$ cat src/rtl/multicycle_pkg.sv
// multicycle_pkg: shared types and constants for the multicycle RV32I control unit.
// Holds the FSM state encoding, opcode values, immediate-type codes, ALU codes
// and the mux select codes driven by multicycle_control.
package multicycle_pkg;

    // Control FSM states; S_TRAP is only reachable when ILLEGAL_INSN_EN is defined
    typedef enum logic [3:0] {
        S_FETCH    = 4'd0,
        S_DECODE   = 4'd1,
        S_MEMADR   = 4'd2,
        S_MEMREAD  = 4'd3,
        S_MEMWB    = 4'd4,
        S_MEMWRITE = 4'd5,
        S_EXECUTER = 4'd6,
        S_EXECUTEI = 4'd7,
        S_ALUWB    = 4'd8,
        S_BEQ      = 4'd9,
        S_JAL      = 4'd10,
        S_TRAP     = 4'd11
    } state_t;

    // Supported opcodes (instr[6:0])
    localparam logic [6:0] OP_LW    = 7'b0000011;
    localparam logic [6:0] OP_SW    = 7'b0100011;
    localparam logic [6:0] OP_RTYPE = 7'b0110011;
    localparam logic [6:0] OP_ITYPE = 7'b0010011;
    localparam logic [6:0] OP_BEQ   = 7'b1100011;
    localparam logic [6:0] OP_JAL   = 7'b1101111;

    // Immediate extender type codes
    localparam logic [1:0] IMM_I = 2'b00;
    localparam logic [1:0] IMM_S = 2'b01;
    localparam logic [1:0] IMM_B = 2'b10;
    localparam logic [1:0] IMM_J = 2'b11;

    // ALU operation codes
    localparam logic [2:0] ALU_ADD = 3'b000;
    localparam logic [2:0] ALU_SUB = 3'b001;
    localparam logic [2:0] ALU_AND = 3'b010;
    localparam logic [2:0] ALU_OR  = 3'b011;
    localparam logic [2:0] ALU_SLT = 3'b101;

    // Coarse ALU request from the FSM to the ALU decoder
    localparam logic [1:0] ALUOP_ADD   = 2'b00;
    localparam logic [1:0] ALUOP_SUB   = 2'b01;
    localparam logic [1:0] ALUOP_FUNCT = 2'b10;

    // Memory address select
    localparam logic ADR_PC     = 1'b0;
    localparam logic ADR_RESULT = 1'b1;

    // Result mux select
    localparam logic [1:0] RES_ALUOUT = 2'b00;
    localparam logic [1:0] RES_MEM    = 2'b01;
    localparam logic [1:0] RES_ALU    = 2'b10;

    // ALU A operand select
    localparam logic [1:0] SRCA_PC    = 2'b00;
    localparam logic [1:0] SRCA_OLDPC = 2'b01;
    localparam logic [1:0] SRCA_RS1   = 2'b10;

    // ALU B operand select
    localparam logic [1:0] SRCB_RS2  = 2'b00;
    localparam logic [1:0] SRCB_IMM  = 2'b01;
    localparam logic [1:0] SRCB_FOUR = 2'b10;

    // Immediate type for an opcode; unknown opcodes fall back to the I format
    function automatic logic [1:0] imm_src_of(input logic [6:0] op);
        logic [1:0] imm;
        case (op)
            OP_LW:    imm = IMM_I;
            OP_ITYPE: imm = IMM_I;
            OP_SW:    imm = IMM_S;
            OP_BEQ:   imm = IMM_B;
            OP_JAL:   imm = IMM_J;
            default:  imm = IMM_I;
        endcase
        return imm;
    endfunction

endpackage

$ cat src/rtl/multicycle_control_alu_decoder.sv
// alu_decoder: combinational translation of the FSM's coarse ALU request
// (add / sub / decode-from-funct) into the 3-bit ALU control code.
module alu_decoder
    import multicycle_pkg::*;
#(
    parameter int ALUCTRL_WIDTH = 3
) (
    input  logic [1:0]               alu_op,
    input  logic [2:0]               funct3,
    input  logic                     op5,
    input  logic                     funct7b5,
    output logic [ALUCTRL_WIDTH-1:0] alu_control
);

    // sub only for R-type with funct7[5] set; addi with instr[30]=1 stays add
    logic w_is_sub;
    assign w_is_sub = op5 & funct7b5;

    // Decode ALU operation from the FSM request and the funct fields
    always_comb begin
        alu_control = ALU_ADD;
        case (alu_op)
            ALUOP_ADD: alu_control = ALU_ADD;
            ALUOP_SUB: alu_control = ALU_SUB;
            ALUOP_FUNCT: begin
                case (funct3)
                    3'b000: begin
                        if (w_is_sub) begin
                            alu_control = ALU_SUB;
                        end else begin
                            alu_control = ALU_ADD;
                        end
                    end
                    3'b010:  alu_control = ALU_SLT;
                    3'b110:  alu_control = ALU_OR;
                    3'b111:  alu_control = ALU_AND;
                    default: alu_control = ALU_ADD;
                endcase
            end
            default: alu_control = ALU_ADD;
        endcase
    end

endmodule

$ cat src/rtl/multicycle_control.sv
// multicycle_control: Moore control FSM for a multicycle RV32I datapath that
// shares one memory port and one ALU. Supports lw, sw, R-type, I-type ALU,
// beq and jal. Optional macro ILLEGAL_INSN_EN adds an illegal_instr output
// and a sticky TRAP state for unsupported opcodes; without it such opcodes
// retire as NOPs.
module multicycle_control
    import multicycle_pkg::*;
#(
    parameter int OP_WIDTH      = 7,
    parameter int ALUCTRL_WIDTH = 3
) (
    input  logic                     clk,
    input  logic                     rst,
    input  logic [OP_WIDTH-1:0]      op,
    input  logic [2:0]               funct3,
    input  logic                     funct7b5,
    input  logic                     zero,
    input  logic                     mem_ready,
    output logic                     pc_write,
    output logic                     adr_src,
    output logic                     mem_write,
    output logic                     ir_write,
    output logic [1:0]               result_src,
    output logic [1:0]               alu_src_a,
    output logic [1:0]               alu_src_b,
    output logic [1:0]               imm_src,
`ifdef ILLEGAL_INSN_EN
    output logic                     illegal_instr,
`endif
    output logic [ALUCTRL_WIDTH-1:0] alu_control,
    output logic                     reg_write
);

    state_t      r_state;
    state_t      w_next_state;
    logic [1:0]  w_alu_op;
    logic        w_illegal;

    // State register with synchronous reset to FETCH
    always_ff @(posedge clk) begin
        if (rst) begin
            r_state <= S_FETCH;
        end else begin
            r_state <= w_next_state;
        end
    end

    // Immediate type follows the opcode in every state
    always_comb begin
        imm_src = imm_src_of(op[6:0]);
    end

    // Next-state and Moore output decode; reset shows FETCH selects with all enables off
    always_comb begin
        w_next_state = r_state;
        pc_write     = 1'b0;
        adr_src      = ADR_PC;
        mem_write    = 1'b0;
        ir_write     = 1'b0;
        result_src   = RES_ALUOUT;
        alu_src_a    = SRCA_PC;
        alu_src_b    = SRCB_RS2;
        w_alu_op     = ALUOP_ADD;
        reg_write    = 1'b0;
        w_illegal    = 1'b0;

        if (rst) begin
            w_next_state = S_FETCH;
            adr_src      = ADR_PC;
            alu_src_a    = SRCA_PC;
            alu_src_b    = SRCB_FOUR;
            result_src   = RES_ALU;
            w_alu_op     = ALUOP_ADD;
        end else begin
            case (r_state)
                S_FETCH: begin
                    adr_src    = ADR_PC;
                    alu_src_a  = SRCA_PC;
                    alu_src_b  = SRCB_FOUR;
                    w_alu_op   = ALUOP_ADD;
                    result_src = RES_ALU;
                    ir_write   = mem_ready;
                    pc_write   = mem_ready;
                    if (mem_ready) begin
                        w_next_state = S_DECODE;
                    end else begin
                        w_next_state = S_FETCH;
                    end
                end
                S_DECODE: begin
                    // Precompute the branch target from the old PC
                    alu_src_a = SRCA_OLDPC;
                    alu_src_b = SRCB_IMM;
                    w_alu_op  = ALUOP_ADD;
                    case (op[6:0])
                        OP_LW:    w_next_state = S_MEMADR;
                        OP_SW:    w_next_state = S_MEMADR;
                        OP_RTYPE: w_next_state = S_EXECUTER;
                        OP_ITYPE: w_next_state = S_EXECUTEI;
                        OP_BEQ:   w_next_state = S_BEQ;
                        OP_JAL:   w_next_state = S_JAL;
`ifdef ILLEGAL_INSN_EN
                        default:  w_next_state = S_TRAP;
`else
                        default:  w_next_state = S_FETCH;
`endif
                    endcase
                end
                S_MEMADR: begin
                    alu_src_a = SRCA_RS1;
                    alu_src_b = SRCB_IMM;
                    w_alu_op  = ALUOP_ADD;
                    if (op[6:0] == OP_LW) begin
                        w_next_state = S_MEMREAD;
                    end else begin
                        w_next_state = S_MEMWRITE;
                    end
                end
                S_MEMREAD: begin
                    adr_src    = ADR_RESULT;
                    result_src = RES_ALUOUT;
                    if (mem_ready) begin
                        w_next_state = S_MEMWB;
                    end else begin
                        w_next_state = S_MEMREAD;
                    end
                end
                S_MEMWB: begin
                    result_src   = RES_MEM;
                    reg_write    = 1'b1;
                    w_next_state = S_FETCH;
                end
                S_MEMWRITE: begin
                    // Strobe held for the whole access until memory accepts it
                    adr_src    = ADR_RESULT;
                    result_src = RES_ALUOUT;
                    mem_write  = 1'b1;
                    if (mem_ready) begin
                        w_next_state = S_FETCH;
                    end else begin
                        w_next_state = S_MEMWRITE;
                    end
                end
                S_EXECUTER: begin
                    alu_src_a    = SRCA_RS1;
                    alu_src_b    = SRCB_RS2;
                    w_alu_op     = ALUOP_FUNCT;
                    w_next_state = S_ALUWB;
                end
                S_EXECUTEI: begin
                    alu_src_a    = SRCA_RS1;
                    alu_src_b    = SRCB_IMM;
                    w_alu_op     = ALUOP_FUNCT;
                    w_next_state = S_ALUWB;
                end
                S_ALUWB: begin
                    result_src   = RES_ALUOUT;
                    reg_write    = 1'b1;
                    w_next_state = S_FETCH;
                end
                S_BEQ: begin
                    // Branch target was latched during DECODE; take it on equality
                    alu_src_a    = SRCA_RS1;
                    alu_src_b    = SRCB_RS2;
                    w_alu_op     = ALUOP_SUB;
                    result_src   = RES_ALUOUT;
                    pc_write     = zero;
                    w_next_state = S_FETCH;
                end
                S_JAL: begin
                    // PC takes the DECODE target; ALU forms old PC + 4 for rd
                    alu_src_a    = SRCA_OLDPC;
                    alu_src_b    = SRCB_FOUR;
                    w_alu_op     = ALUOP_ADD;
                    result_src   = RES_ALUOUT;
                    pc_write     = 1'b1;
                    w_next_state = S_ALUWB;
                end
                S_TRAP: begin
                    w_illegal    = 1'b1;
                    w_next_state = S_TRAP;
                end
                default: begin
                    w_next_state = S_FETCH;
                end
            endcase
        end
    end

`ifdef ILLEGAL_INSN_EN
    assign illegal_instr = w_illegal;
`else
    logic w_unused;
    assign w_unused = w_illegal;
`endif

    alu_decoder #(
        .ALUCTRL_WIDTH (ALUCTRL_WIDTH)
    ) u_alu_decoder (
        .alu_op      (w_alu_op),
        .funct3      (funct3),
        .op5         (op[5]),
        .funct7b5    (funct7b5),
        .alu_control (alu_control)
    );

endmodule

$ cat config.mk
export PLATFORM = sky130hd
export DESIGN_NAME = multicycle_control
export DESIGN_NICKNAME = d
export VERILOG_FILES = /design/src/rtl/multicycle_pkg.sv /design/src/rtl/multicycle_control_alu_decoder.sv /design/src/rtl/multicycle_control.sv
export SDC_FILE = /design/constraint.sdc
export NUM_CORES = 1
export LEC_CHECK = 0
export CAP_MARGIN = 30
export CORE_ASPECT_RATIO = 1.25
export CORE_MARGIN = 1
export CORE_UTILIZATION = 35
export CTS_BUF_LIST = sky130_fd_sc_hd__clkbuf_2
export CTS_CLUSTER_DIAMETER = 200
export DETAILED_ROUTE_END_ITERATION = 8
export GPL_TIMING_DRIVEN = 0
export PLACE_DENSITY = 0.68
export SYNTH_ARGS = -nofsm -noshare
export SYNTH_HDL_FRONTEND = slang
export SYNTH_SLANG_ARGS = --single-unit
$ cat constraint.sdc
create_clock -name clk -period 2.1 [get_ports clk]
set_input_delay 0.525 -clock clk [delete_from_list [all_inputs] [get_ports clk]]
set_output_delay 0.525 -clock clk [all_outputs]
set_load 0.01 [all_outputs]
[Word level (Yosys, flattened, before mapping)]
Index checks and enable logic that the tools add are counted.
Operators by class
  divide/modulo/power cells: 0
  reductions and logical operators: 11
  magnitude comparators: 0
  eq/ne operators: 22
  multiply operators: 0
  shift operators: 0
  bitwise gates (word level): 1
  add/sub/neg operators: 0
  muxes and demuxes: 28
Operator list (number)
  $pmux 4 s7: 1
  $pmux 4 s5: 1
  $eq 4x3->1 const B: 4
  $eq 4x4->1 const B: 4
  $pmux 2 s2: 4
  $eq 7x6->1 const B: 2
  $eq 7x7->1 const B: 2
  $pmux 3 s4: 1
  $reduce_or 2->1: 6
  $mux 1: 11
  $mux 3: 3
  $eq 4x2->1 const B: 2
  $mux 2: 4
  $eq 7x2->1 const B: 1
  $eq 7x5->1 const B: 1
  $eq 3x3->1 const B: 2
  $pmux 2 s3: 1
  $pmux 3 s2: 1
  $reduce_or 3->1: 2
  $eq 4x1->1 const B: 1
  $logic_not 4->1: 1
  $reduce_or 4->1: 1
  $eq 3x2->1 const B: 1
  $logic_not 3->1: 1
  other kinds (4): 4
Word-level totals
  logic and storage cells: 63
  bits in writable memories: 0
  memories kept: 0
  latch bits: 0
  register bits after elaboration: 4
  ROM bits: 0

[Depth between registers and ports, before layout]
Gate-level depths: netlist of the first run.
  depth in word-level cells: 6
  depth in mapped cells: 8
  gate-level depth less buffers: 7

[Cells and area by module]
From an unflattened synthesis of the first run, not the netlist that was laid out.
Unflattened totals
  cell total of the unflattened synthesis: 95
  area, all modules: 629.4 um2
By module, submodules not included
  multicycle_control: instances 1, cells each 84, area an instance 533.0 um2
  alu_decoder: instances 1, cells each 11, area an instance 96.3 um2

[Worst setup path after synthesis of the first run]
OpenSTA, ideal clock, no wires.
  path kind: input-to-output
  start: in rst
  end: out alu_control[2]
  data arrival time: 1.741 ns
  setup slack: -0.166 ns
  stages on the path: 6
  data required time: 1.575 ns
  path buffers: 1
  cell sequence: clkbuf_1 nor2_1 nand3_1 inv_1 ha_1 nor4_1
Between the ends
  cells in the longest elaborated chain, start to end: 3
  elaborated cells on any way between the ends: 4
RTL lines
  start, declared: RTL line multicycle_control.sv:13  | input logic rst,
  $mux 2 *: RTL line multicycle_control.sv:67  | if (rst) begin
  $eq 2x2->1 or $eq 2x1->1 (tied branches): RTL line multicycle_control_alu_decoder.sv:22  | case (alu_op)
  $pmux 3 s2 *: RTL line multicycle_control_alu_decoder.sv:22
  end, declared: RTL line multicycle_control.sv:30  | output logic [ALUCTRL_WIDTH-1:0] alu_control,
Every way passes the cells marked *; elsewhere a longest branch is shown, timed or not.

[Worst setup path after layout of the first run]
  start: reg r_state[1]
  end: out alu_control[2]
Between the ends
  cells in the longest elaborated chain, start to end: 6
  elaborated cells on any way between the ends: 9
RTL lines
  start, declared: RTL line multicycle_control.sv:34  | state_t r_state;
  start signal, assigned: RTL line multicycle_control.sv:44  | r_state <= w_next_state;
  $eq 4x3->1: RTL line multicycle_control.sv:75  | case (r_state)
  $reduce_or 2->1 (no line)
  $pmux 2 s2 *: RTL line multicycle_control.sv:75
  $mux 2 *: RTL line multicycle_control.sv:67
  $eq 2x2->1 or $eq 2x1->1 (tied branches): RTL line multicycle_control_alu_decoder.sv:22
  $pmux 3 s2 *: RTL line multicycle_control_alu_decoder.sv:22
Marks and branches as above.

==> out/metrics.cfg, run 1 <==
[grt]
antenna_found_initial=0
grt_pass1_wl_mm=3.52
grt_max_degree=11
grt_pass1_vias=847
grt_overflow=0
grt_use_total=0.233

[outcome]
outcome=complete, but fails checks
violations=setup timing

[power]
leakagePower_uw=0.000598
p_comb_frac=0.428
p_int_uw=172
p_per_area_nw_per_um2=205
switching_power_uw=90.2
clkPwrFrac=0.271
swShare=0.343
seqPwrFrac=0.301
ir_worst_vdd_uv=222

[final_layout]
stdcell_count=171
largest_registers=r_state x4
areaGrowthSynthToFinish_pct=90.3
largest_reg_flops=4
multi_input_area_um2=618
largest-register=r_state
drive_gt1_frac=0.474
diodes=0
regArea_um2=83.8
fin_nets=171
nFillCells=151
stdcell_area_um2=1280

[worst_setup_path]
cp_max_fo=7
crit_buf_inv=3
worst-path-stages=7
crit_family=simple AND/OR/NAND/NOR gates
cp_slowest_cell=dfxtp_1
r2r-start=r_state[3]$_SDFF_PP0_
slowest_delay_ns=0.30
crit_arrival_ns=1.66
reg2regPathDepth=6
path_cells=buf_6, buf_8, nor2_4, nand3_2, ha_4, nor4_4, buf_2
worstSetupPathType=reg2out
startpoint_type=flip-flop
r2r-end=r_state[0]$_SDFF_PP0_
cp-end-kind=primary output
required_ns=1.57
r2r_slack_ns=0.66

[die]
rows=17
io_pins=31
die_h_um=51.0
coreArea_um2=1790
design.die.area_um2=2100
start_util=0.377
die_w_um=41.2

[sta]
grt_setup_unrepaired=yes
slew_headroom=0.710
holdWs_ns=0.737
finalMaxSlewViolations=0
post-route-period-util=1.04
min_period_ns=2.18
tightest_slew_ns=0.432
fin_skew_ns=0.00482
max_freq_mhz=458
fin_ws_ns=-0.0836
setup_viol=2
hold_violations=0

[clock_network]
cts_tree=yes
path_clk_slew_ns=0.05
cts.path.max_buffers=2
cts_hold_buf=0
clock-root-buffer=clkbuf_2
htree_levels=1
clock_latency_ns=0.21
numCtsBuffers=3
cts.sinks=4

[run]
cap_violations=0

[synthesis]
seq_area_frac_synth=0.119
syn-num-nets=113
syn_area_per_cell_um2=7.01
synth_area_um2=673
synth_cells=96
ys.warnings.count=0
synth-seq-cells=4
netlist.area_leader.share=0.119
synthFlopType=dfxtp_1
synth_cell_types=41
synth_largest_area_cell=dfxtp_1
ys_async_sr_fraction=0
synth_edf_count=0
synth_common_cells=nor2_1, nand2_1
synthTopCellsByArea=dfxtp_1, buf_6, nor2_1, a31oi_1, a21oi_1
yosysMostFrequentCell=nor2_1

[detailed_routing]
vias=937
postRouteWirelength_mm=2.44
dr.pass1.iters=4
wl_per_cell_um=14.3
drt.antenna.violating_nets=0
first_iter_violations=11
vias_per_cell=5.48
route.detailed.drc=0

[worst_hold_path]
hold_end=r_state[1]$_SDFF_PP0_
min-delay-start=r_state[0]$_SDFF_PP0_
worstHoldPathType=reg2reg
whs_path_depth=4

[placed_design]
placed_cell_area_um2=995
dp_hpwl_mm=1.43
dp_cells=144
globalplace.congestion=0.810
pre_cts_ws_ns=-0.746
io_buffers=29

-- stage by stage --
stage	setup TNS (ns)	power (uW)	util
after global placement	-3.34	172	0.557
after detailed placement	-3.64	173	0.557
final	-0.104	263	0.717
after floorplan	0	123	-
after CTS	-0.325	250	0.625
after global routing	-0.407	280	0.717
-- area by class of cell --
class | count | share of cell area
Buffer | 7 | 0.0732
Clock buffer | 3 | 0.0117
Inverter | 6 | 0.0195
Multi-Input combinational cell | 78 | 0.482
Sequential cell | 4 | 0.0654
Tap cell | 19 | 0.0186
Timing Repair Buffer | 54 | 0.329
-- kinds of logic after synthesis --
logic type                 share of synthesized area
AOI/OAI and AO/OA                              0.232
DFF                                            0.119
adders and majority gates                     0.0372
buffers and inverters                          0.145
xor gates and xnor gates                      0.0260
and+or+nand+nor                                0.426
muxes                                         0.0149
-- what timing repair did --
item	4_1_cts	5_1_grt
resized for setup	64	31
setup endpoints to repair	15	9
endpoints found under the hold margin	0	0
buffers inserted	6	19
pin swaps	8	11
-- power groups by stage --
stage | clock network [uW] | logic (uW) | registers, uW
after floorplan | 0 | 43.8 | 79.7
after global placement | 0 | 92.1 | 79.8
after detailed placement | 0 | 93.4 | 79.7
after CTS | 74.6 | 96.7 | 78.8
after global routing | 78.6 | 122 | 79.1
final | 71.2 | 112 | 79.1
-- tightest hold or removal path, cell delays in order, from the launching register on --
cell and delay, ns:
dfxtp_2 0.33, nand2b_2 0.12, nor3_2 0.08, o21ai_0 0.08
a21oi_1 0.07
-- cell usage in the layout (no fill, tap or decap), types with 2 or more instances in the layout --
| cell | netlist | layout |
|---|---|---|
| dlymetal6s2s_1 | 0 | 3 |
| dfxtp_2 | 0 | 3 |
| a31oi_1 | 5 | 5 |
| buf_2 | 2 | 6 |
| nor2b_1 | 4 | 3 |
| nand3_1 | 5 | 2 |
| nand3_2 | 0 | 3 |
| and2_1 | 2 | 2 |
| a32oi_1 | 2 | 2 |
| nor2_1 | 11 | 8 |
| nor4_1 | 4 | 3 |
| nor3_1 | 4 | 3 |
| clkdlybuf4s50_1 | 0 | 4 |
| buf_6 | 4 | 2 |
| o21ai_0 | 2 | 2 |
| nor2_4 | 1 | 4 |
| inv_1 | 5 | 4 |
| buf_8 | 0 | 5 |
| nand2_1 | 6 | 5 |
| buf_4 | 0 | 24 |
| o21ai_2 | 1 | 2 |
| a21oi_1 | 5 | 5 |
| clkbuf_2 | 0 | 8 |
| dlygate4sd2_1 | 0 | 10 |
-- how the worst max path moves through the flow --
stage,end,from,slack [ns]
2_1_floorplan,alu_control[2],rst,0.006
3_3_place_gp,imm_src[0],op[6],-0.73
3_5_place_dp,imm_src[0],op[6],-0.75
4_1_cts,imm_src[0],op[2],-0.21
5_1_grt,alu_control[2],r_state[1]$_SDFF_PP0_,-0.18
6_report,alu_control[2],r_state[1]$_SDFF_PP0_,-0.08
-- per-layer routing --
layer  wire length, um  global-route usage  up-vias  share of wire
met5                 0                   0        -              0
met4                45              0.0699        0          0.018
met3                75              0.0435        4          0.031
met2              1350               0.406       31           0.55
met1               974               0.270      436           0.40
li1                  -                   -      466              -
(Power assumes the default switching activity.)
==> inputs of run 2 (changes only) <==
--- a/config.mk
+++ b/config.mk
@@ -12,6 +12,7 @@
 export CTS_BUF_LIST = sky130_fd_sc_hd__clkbuf_2
 export CTS_CLUSTER_DIAMETER = 200
 export DETAILED_ROUTE_END_ITERATION = 8
+export GPL_ROUTABILITY_DRIVEN = 0
 export GPL_TIMING_DRIVEN = 0
 export PLACE_DENSITY = 0.68
 export SYNTH_ARGS = -nofsm -noshare
==> results of run 2 <==
Final layout, timing and power as in run 1 (identical DEF).
==> inputs of run 3 (changes only) <==
--- a/config.mk
+++ b/config.mk
@@ -6,15 +6,17 @@
 export NUM_CORES = 1
 export LEC_CHECK = 0
 export CAP_MARGIN = 30
+export CELL_PAD_IN_SITES_DETAIL_PLACEMENT = 0
+export CELL_PAD_IN_SITES_GLOBAL_PLACEMENT = 1
 export CORE_ASPECT_RATIO = 1.25
 export CORE_MARGIN = 1
-export CORE_UTILIZATION = 35
+export CORE_UTILIZATION = 28
 export CTS_BUF_LIST = sky130_fd_sc_hd__clkbuf_2
 export CTS_CLUSTER_DIAMETER = 200
 export DETAILED_ROUTE_END_ITERATION = 8
 export GPL_ROUTABILITY_DRIVEN = 0
 export GPL_TIMING_DRIVEN = 0
-export PLACE_DENSITY = 0.68
+export PLACE_DENSITY = 0.78
 export SYNTH_ARGS = -nofsm -noshare
 export SYNTH_HDL_FRONTEND = slang
 export SYNTH_SLANG_ARGS = --single-unit
==> out/metrics.cfg, run 3 (synthesized netlist as in run 1, its figures left out) <==
[outcome]
outcome=complete, but fails checks
violations=setup timing

[worst_setup_path]
reg2regPathDepth=7
slowest_delay_ns=0.30
worstSetupPathType=reg2out
cp_max_fo=6
crit_arrival_ns=1.63
path_cells=buf_6, buf_8, nor2_4, nand3_4, ha_4, nor4_4, buf_2
cp_slowest_cell=dfxtp_1
worst-path-stages=7
crit_family=simple AND/OR/NAND/NOR gates
startpoint_type=flip-flop
required_ns=1.57
crit_buf_inv=3
cp-end-kind=primary output

[grt]
grt_overflow=0
grt_pass1_wl_mm=3.29
grt_max_degree=11
grt_use_total=0.163
antenna_found_initial=0
grt_pass1_vias=782

[final_layout]
diodes=0
stdcell_count=179
layout_common_cells=buf_4, clkbuf_2, nor2_1, dlygate4sd2_1
fin_nets=167
final_common_cell=buf_4
largest_reg_flops=4
largest_registers=r_state x4
areaGrowthSynthToFinish_pct=88.1
largest-register=r_state
drive_gt1_frac=0.453

[clock_network]
clock-root-buffer=clkbuf_2
cts.path.max_buffers=2
cts_tree=yes
htree_levels=1
clock_latency_ns=0.20
cts.sinks=4
path_clk_slew_ns=0.05
cts_hold_buf=0
numCtsBuffers=3

[die]
design.die.area_um2=2610
die_h_um=56.8
rows=19
start_util=0.301
coreArea_um2=2230
io_pins=31
die_w_um=45.9

[detailed_routing]
wl_met1_um=924
dr_wl_met2_mm=1.16
top_layer=met3
vias=893
dr_wl_met3_um=90
dr.pass1.iters=4
wl_per_cell_um=12.1
route.detailed.drc=0
vias_per_cell=4.99
first_iter_violations=15
drt.antenna.violating_nets=0
postRouteWirelength_mm=2.17

[power]
p_per_area_nw_per_um2=203
ir_worst_vdd_uv=160
leakagePower_uw=0.000569

[sta]
holdWs_ns=0.718
hold_violations=0
finalMaxSlewViolations=0
fin_skew_ns=0.000279
setup_viol=2
max_freq_mhz=464
grt_setup_unrepaired=yes
tightest_slew_ns=0.387
slew_headroom=0.740
min_period_ns=2.16
post-route-period-util=1.03
fin_ws_ns=-0.0564

[worst_hold_path]
whs_path_depth=4
worstHoldPathType=in2reg

[placed_design]
dp_hpwl_mm=1.41
io_buffers=29
dp_cells=156

[run]
cap_violations=0

-- run 3: cell count changes in the layout (fill, tap and decap cells not counted), sizes merged --
cell / previous run / this run
clkdlybuf4s15: 1 / 5
buf: 37 / 29
clkbuf: 9 / 12
dlygate4sd2: 10 / 8
dlymetal6s2s: 3 / 2
-- run 3: per-stage QoR --
step	TNS (ns)	utilization	cell area (um2)	setup slack [ns]	power, uW
floorplan	0	-	681	0.00554	123
global placement	-3.44	0.452	1010	-0.764	172
detailed placement	-3.57	0.452	1010	-0.752	173
CTS	-0.0390	0.526	1170	-0.0390	247
global route	-0.236	0.567	1270	-0.129	274
finish	-0.0657	0.567	1270	-0.0564	257
-- run 3: final timing paths --
| path | from | end | slack [ns] |
|---|---|---|---|
| worst max register to register | r_state[1]$_SDFF_PP0_ | r_state[2]$_SDFF_PP0_ | 0.65 |
| worst min register to register | r_state[2]$_SDFF_PP0_ | r_state[3]$_SDFF_PP0_ | 0.73 |
| worst min-delay path | rst | r_state[3]$_SDFF_PP0_ | 0.72 |
| worst max-delay path | r_state[1]$_SDFF_PP0_ | alu_control[2] | -0.06 |
-- run 3: power breakdown --
group	total [uW]	switching, uW	leakage (uW)	internal [uW]
registers	77.5	0.920	0.0000341	76.5
clock network	70.5	32.0	0.0000125	38.5
logic	109	54.9	0.000522	53.9
-- run 3: what timing repair did --
| item | CTS | global route |
|---|---|---|
| endpoints found under the setup margin | 15 | 9 |
| pin swaps | 12 | 14 |
| gates resized for setup | 64 | 29 |
| setup buffers | 8 | 15 |
-- run 3: cell type report --
| class | instances | area, um2 |
|---|---|---|
| fillers | 230 | 968 |
| multi-input cells | 78 | 619 |
| repair buffers | 51 | 400 |
| flip-flops and latches | 4 | 86.3 |
| plain buffers | 6 | 81.3 |
| well taps | 31 | 38.8 |
| inverters | 6 | 25.0 |
| clock buffers | 3 | 15.0 |
-- run 3: worst min-delay path, delay by kind of cell --
kind                   cells  cell delay, ns
AND/OR/NAND/NOR            1            0.06
AO/OA/AOI/OAI              2            0.15
buffers and inverters      1            0.15
-- run 3: layer usage --
layer / track usage / up-vias
met5: 0 / -
met3: 0 / 0
met2: 0.292 / 25
li1: - / 458
met1: 0.207 / 410
met4: 0.0378 / 0
